**src/rtl/instr_fetch.sv**
```systemverilog
// Instruction fetch stage: owns the PC, absorbs the one-cycle imem latency and presents
// PC/instruction/valid to decode. Define FETCH_PERF_EN to add the fetch/stall counters.
module instr_fetch #(
  parameter int                 ADDR_W   = 8,
  parameter int                 DATA_W   = 32,
  parameter logic [ADDR_W-1:0]  RESET_PC = '0
) (
  input  logic              clk,
  input  logic              rst,
  input  logic              stall,
  input  logic              jump,
  input  logic [ADDR_W-1:0] jump_target,
  input  logic              branch_taken,
  input  logic [ADDR_W-1:0] branch_target,
  output logic [ADDR_W-1:0] imem_addr,
  input  logic [DATA_W-1:0] imem_instruction,
  output logic [DATA_W-1:0] if_instr,
  output logic [ADDR_W-1:0] if_pc,
`ifdef FETCH_PERF_EN
  output logic [31:0]       perf_fetch_cnt,
  output logic [31:0]       perf_stall_cnt,
`endif
  output logic              if_valid
);

  logic [ADDR_W-1:0] fetch_pc_q, fetch_pc_d;
  logic [ADDR_W-1:0] mem_pc_q, mem_pc_d;
  logic              mem_vld_q, mem_vld_d;
  logic [DATA_W-1:0] hold_instr_q, hold_instr_d;
  logic [ADDR_W-1:0] hold_pc_q, hold_pc_d;
  logic              hold_vld_q, hold_vld_d;

  logic              redirect;
  logic [ADDR_W-1:0] redirect_pc;

  // Branch comes from the older instruction in execute, so it beats a decode jump.
  assign redirect    = branch_taken | jump;
  assign redirect_pc = branch_taken ? branch_target : jump_target;
  assign imem_addr   = fetch_pc_q;

  always_comb begin
    if_instr = '0;
    if_pc    = '0;
    if_valid = 1'b0;
    if (hold_vld_q) begin
      if_instr = hold_instr_q;
      if_pc    = hold_pc_q;
      if_valid = 1'b1;
    end else if (mem_vld_q) begin
      if_instr = imem_instruction;
      if_pc    = mem_pc_q;
      if_valid = 1'b1;
    end
  end

  always_comb begin
    fetch_pc_d   = fetch_pc_q;
    mem_pc_d     = mem_pc_q;
    mem_vld_d    = mem_vld_q;
    hold_instr_d = hold_instr_q;
    hold_pc_d    = hold_pc_q;
    hold_vld_d   = hold_vld_q;
    if (redirect) begin
      fetch_pc_d = redirect_pc;
      mem_vld_d  = 1'b0;
      hold_vld_d = 1'b0;
    end else if (stall) begin
      // fetch_pc is frozen, so imem re-reads it and mem_pc can track it every stalled edge.
      mem_pc_d = fetch_pc_q;
      if (!hold_vld_q && mem_vld_q) begin
        hold_instr_d = imem_instruction;
        hold_pc_d    = mem_pc_q;
        hold_vld_d   = 1'b1;
        mem_vld_d    = 1'b1;
      end else if (hold_vld_q) begin
        mem_vld_d = 1'b1;
      end
    end else begin
      hold_vld_d = 1'b0;
      mem_pc_d   = fetch_pc_q;
      mem_vld_d  = 1'b1;
      fetch_pc_d = fetch_pc_q + {{(ADDR_W-1){1'b0}}, 1'b1};
    end
  end

  always_ff @(posedge clk or posedge rst) begin
    if (rst) begin
      fetch_pc_q   <= RESET_PC;
      mem_pc_q     <= '0;
      mem_vld_q    <= 1'b0;
      hold_instr_q <= '0;
      hold_pc_q    <= '0;
      hold_vld_q   <= 1'b0;
    end else begin
      fetch_pc_q   <= fetch_pc_d;
      mem_pc_q     <= mem_pc_d;
      mem_vld_q    <= mem_vld_d;
      hold_instr_q <= hold_instr_d;
      hold_pc_q    <= hold_pc_d;
      hold_vld_q   <= hold_vld_d;
    end
  end

`ifdef FETCH_PERF_EN
  always_ff @(posedge clk or posedge rst) begin
    if (rst) begin
      perf_fetch_cnt <= '0;
      perf_stall_cnt <= '0;
    end else begin
      if (if_valid && !stall) perf_fetch_cnt <= perf_fetch_cnt + 32'd1;
      if (stall)              perf_stall_cnt <= perf_stall_cnt + 32'd1;
    end
  end
`endif

endmodule

```
**config.mk**
```make
export PLATFORM = sky130hd
export DESIGN_NAME = instr_fetch
export DESIGN_NICKNAME = d
export VERILOG_FILES = /design/src/rtl/instr_fetch.sv
export SDC_FILE = /design/constraint.sdc
export NUM_CORES = 1
export LEC_CHECK = 0
export BUFFER_PORTS_ARGS = -buffer_cell sky130_fd_sc_hd__buf_2
export CORE_UTILIZATION = 46
export DETAILED_ROUTE_END_ITERATION = 12
export GPL_ROUTABILITY_DRIVEN = 0
export PLACE_DENSITY = 0.75
export SYNTH_ARGS = -nofsm -noshare
export SYNTH_HDL_FRONTEND = slang
export SYNTH_SLANG_ARGS = --single-unit
```
**constraint.sdc**
```tcl
create_clock -name clk -period 1.82 [get_ports clk]
set_clock_uncertainty 0.2 [all_clocks]
set_input_delay 0.091 -clock clk [delete_from_list [all_inputs] [get_ports clk]]
set_output_delay 0.091 -clock clk [all_outputs]
set_load 0.005 [all_outputs]
```
### Word-level counts from Yosys, hierarchy flattened

Cells that the tools add are included.

| operators by class | value |
|---|---|
| $mul | 0 |
| bitwise operators | 2 |
| add/subtract/negate cells | 1 |
| $lt $le $gt $ge | 0 |
| shift-type cells | 0 |
| divide/modulo/power cells | 0 |
| multiplexer cells | 16 |
| equality and inequality tests | 3 |
| reduce and logical (&&, ||, !) cells | 3 |

Operators with widths:

| cell | count |
|---|---|
| 32-bit 2-to-1 mux | 2 |
| 8-bit 2-to-1 mux | 5 |
| 1-bit 2-to-1 mux | 9 |
| 8-bit by 1-bit adder with 8-bit output (second input constant) | 1 |
| 4-bit by 1-bit != test with 1-bit output (second input constant) | 1 |
| 3-bit by 1-bit != test with 1-bit output (second input constant) | 1 |
| 3-bit AND reduction | 1 |
| 2-bit by 1-bit != test with 1-bit output (second input constant) | 1 |
| 1-bit logical AND | 1 |
| 1-bit zero test | 1 |
| 1-bit NOT | 1 |
| 1-bit OR | 1 |

| word-level totals | value |
|---|---|
| bits in latches | 0 |
| memory bits (writable) | 0 |
| memories | 0 |
| input bits | 53 |
| ROM bits | 0 |
| flip-flop bits (word level) | 58 |
| output and inout bits | 49 |

### Depth between registers and ports, before layout

| depth | value |
|---|---|
| word-level depth | 5 |
| mapped depth | 6 |
| mapped depth without buffers | 5 |

### Worst setup path after synthesis

No wires, ideal clock.

| path | value |
|---|---|
| path type | register to register |
| start | register mem_vld_q |
| end | register hold_instr_q[0] |
| setup time | 125 ps |
| arrival time | 1348 ps |
| cell stages (with the launch flop) | 7 |
| setup slack | 147 ps |
| clock period less this slack | 1673 ps |
| data required time | 1495 ps |
| cells stage by stage | dfrtp_1 > buf_2 > and2b_1 > buf_4 > nand3_4 > buf_6 > mux2_4 |

| between the ends | value |
|---|---|
| word-level cells in the longest chain between the ends | 2 |

RTL lines:

| what | line | source |
|---|---|---|
| from (decl) | 28 | `logic mem_vld_q, mem_vld_d;` |
| from (signal assigned) | 97 | `mem_vld_q <= mem_vld_d;` |
| 1-bit logical AND | 70 | `if (!hold_vld_q && mem_vld_q) begin` |
| 3-bit AND reduction (no line) | -- |  |
| to (signal assigned) | 98 | `hold_instr_q <= hold_instr_d;` |
| to (decl) | 29 | `logic [DATA_W-1:0] hold_instr_q, hold_instr_d;` |

Every way passes these cells.
A chain may end at the register's enable or synchronous reset.

### Final worst setup path

| path | value |
|---|---|
| start | register hold_vld_q |
| end | output port if_instr[30] |

| between the ends | value |
|---|---|
| word-level cells in the longest chain between the ends | 1 |

RTL lines:

| what | line | source |
|---|---|---|
| from (decl) | 31 | `logic hold_vld_q, hold_vld_d;` |
| from (signal assigned) | 100 | `hold_vld_q <= hold_vld_d;` |
| 32-bit 2-to-1 mux | 45 | `if (hold_vld_q) begin` |
| to (decl) | 17 | `output logic [DATA_W-1:0] if_instr,` |

Every way passes these cells.

==> impl_metrics.yaml <==
global_route:
  grt_first_pass_wirelength_mm: 12.8
  grt_pass1_vias: 2726
  grt_antenna_before_repair: 0
  grt_usage: 0.234
  grt_max_degree: 66
  grt-ovfl-total: 0
cells_and_area:
  layout_commonest_cell: "buf_2"
  fin_cells: 497
  nets: 470
  area_growth_pct: 41.9
  drive_gt1_frac: 0.417
  antenna_cells: 0
  final_cell_mix: "101 x buf_2, 57 x dfrtp_1, 54 x nand2_1"
timing:
  hold_ws_ps: 51.7
  drv_slew: 0
  fmax_mhz: 569
  maxSlewHeadroom: 0.760
  rsz0062_at_grt: "no"
  worstMarginPinSlew_ps: 360
  finalSetupTns_ps: 0
  fin_crit_ps: 1760
  setup_viol: 0
  hold_violations: 0
  fin_crit_sh: 0.966
worst_setup_path:
  cp-end-kind: "primary output"
  r2r-end: "hold_instr_q[3]"
  r2r_cells: 4
  crit_required_ps: 1530
  critPathMaxFanout: 16
  r2r_start: "hold_vld_q"
  cp.arrival_ps: 1470
  r2r_setup_slack_ps: 130
  crit_type: "reg2out"
  startpoint: "hold_vld_q"
  startpoint_type: "flip-flop"
yosys:
  synth-compound-area-share: 0.110
  synthTopCellsByArea: "dfrtp_1 47%, mux2_4 20%, nand2_1 6.6%"
  synthSimpleGateAreaFrac: 0.110
  syn_area_um2: 3060
  synthXorXnorAreaFrac: 0.0200
  yosys.area.top_type: "dfrtp_1"
  synthMuxAreaShare: 0.242
  synth_fa_ha_area_frac: 0.00409
  synth_warnings: 0
  synth_top_family_by_area: "multiplexers"
  synth_area_per_cell_um2: 11.5
  ys_types: 29
  synth_seq_cells: 58
  syn-num-nets: 319
  ys_seq_area_frac: 0.474
  syn_inst: 265
  yosysTopAreaCellShare: 0.474
worst_hold_path:
  hp-start: "jump"
  hp-class: "in2reg"
  whs_path_depth: 3
  holdPathEnd: "imem_addr[4]"
clock_network:
  clk_latency_ps: 320
  cts_buffer_depth: 2
  clock_sinks: 58
  root_buffer: "clkbuf_8"
  clk_pin_slew_ps: 60
  htree_levels: 3
  cts_buffers: 9
  cts_tree: "done"
  post-cts-setup-buffer-count: 0
route:
  via_per_inst: 5.17
  final_antenna_net_count: 0
  routed-via-count: 2571
  drc: 0
  drtIter0Drc: 88
  dr.pass1.iters: 5
  post_drt_wl_per_cell_um: 15.3
  drt_wl_total_mm: 7.59
run:
  max_cap_violations: 0
floorplan:
  ioPinCount: 102
  die_x_um: 83.6
  fp.coreArea_um2: 6390
  dieHeight_um: 83.6
  die_area_um2: 6980
  start_util: 0.479
  std_cell_rows: 29
placed_design:
  dp_hpwl_mm: 4.37
  io_buffers: 101
  dp.cells: 431
power_and_ir_drop:
  p_leak_uw: 0.00224
  peakVddDrop_mv: 0.510
  finalPower_uw: 3650
  powerDensity_nw_per_um2: 840
run_status:
  status: "finished, final reports clean"
worst max-delay path, stage by stage, from the launching register on:
cell,delay (ps)
dfrtp_2,400
and2b_1,280
buf_8,190
a22o_1,160
buf_2,120
how the worst max path moves through the flow:
| stage | end | slack, ps | cells after the start |
|---|---|---|---|
| after floorplan | hold_instr_q[0] | 100 | 1 |
| after global placement | hold_instr_q[9] | 220 | 4 |
| after detailed placement | hold_pc_q[1] | 190 | 4 |
| after CTS | if_instr[21] | 20 | 4 |
| after global routing | if_instr[29] | 0.1 | 4 |
| final | if_instr[30] | 60 | 4 |
layer usage:
metal  part of all wire  track usage  vias to the layer above
li1                   -            -                     1224
met1               0.43        0.289                     1233
met2               0.50        0.392                       92
met3              0.039       0.0406                       22
met4              0.030        0.120                        0
met5                  0            0                        -
report_power, final:
| group | total, uW | switching, uW | internal [uW] | leakage (uW) |
|---|---|---|---|---|
| registers | 1740 | 187 | 1550 | 0.000724 |
| logic | 767 | 249 | 518 | 0.00142 |
| clock network | 1140 | 483 | 659 | 0.0000962 |
per-stage QoR:
stage,worst slack [ps],instance area (um^2),util
6_report,62.4,4340,0.680
5_1_grt,0.102,4340,0.680
4_1_cts,24.2,4330,0.678
3_5_place_dp,186,3630,0.569
3_3_place_gp,220,3630,0.569
2_1_floorplan,101,3060,-
synthesized netlist by cell type (all sizes together):
| library cell | n |
|---|---|
| o21ai | 29 |
| xor2 | 3 |
| nor2b | 3 |
| nand3 | 1 |
| a211oi | 3 |
| ha | 1 |
| dfrtp | 58 |
| a22o | 16 |
| mux2 | 49 |
| nor2 | 4 |
| and3b | 1 |
| nand2b | 1 |
| inv | 2 |
| buf | 11 |
| clkbuf | 9 |
| and2b | 1 |
| nand4 | 2 |
| and3 | 2 |
| nand4b | 2 |
| mux2i | 4 |
| nand2 | 54 |
| a21boi | 1 |
| a21oi | 4 |
| xnor2 | 4 |
final cells by class:
class                   count  area [um^2]
clock buffers              12          145
clock inverters             3         40.0
fillers                   478         2040
inverters                   2         7.51
multi-input cells         185         1490
flip-flops and latches     58         1450
well taps                  77         96.3
repair buffers            160         1110
registers in the layout, summed over array words and instances (netlist names):
register,count
hold_vld_q,1
imem_addr,8
mem_vld_q,1
hold_instr_q,32
hold_pc_q,8
mem_pc_q,8
logic make-up (layout without fill, tap and decap cells):
kind of cell	Yosys count	in the layout
flip-flops	58	58
AND/OR/NAND/NOR	71	71
XOR/XNOR	7	7
adder cells (fa/ha/maj)	1	1
multiplexers	53	53
buffers and inverters	22	177
AO/OA/AOI/OAI	53	53
what timing repair did:
action | in CTS | in global routing
gates resized for setup | 1 | 4
hold endpoints to repair | 100 | 0
hold buffers | 51 | 0
endpoints found under the setup margin | 3 | 17
No activity file was read; power rests on OpenSTA's default activity.
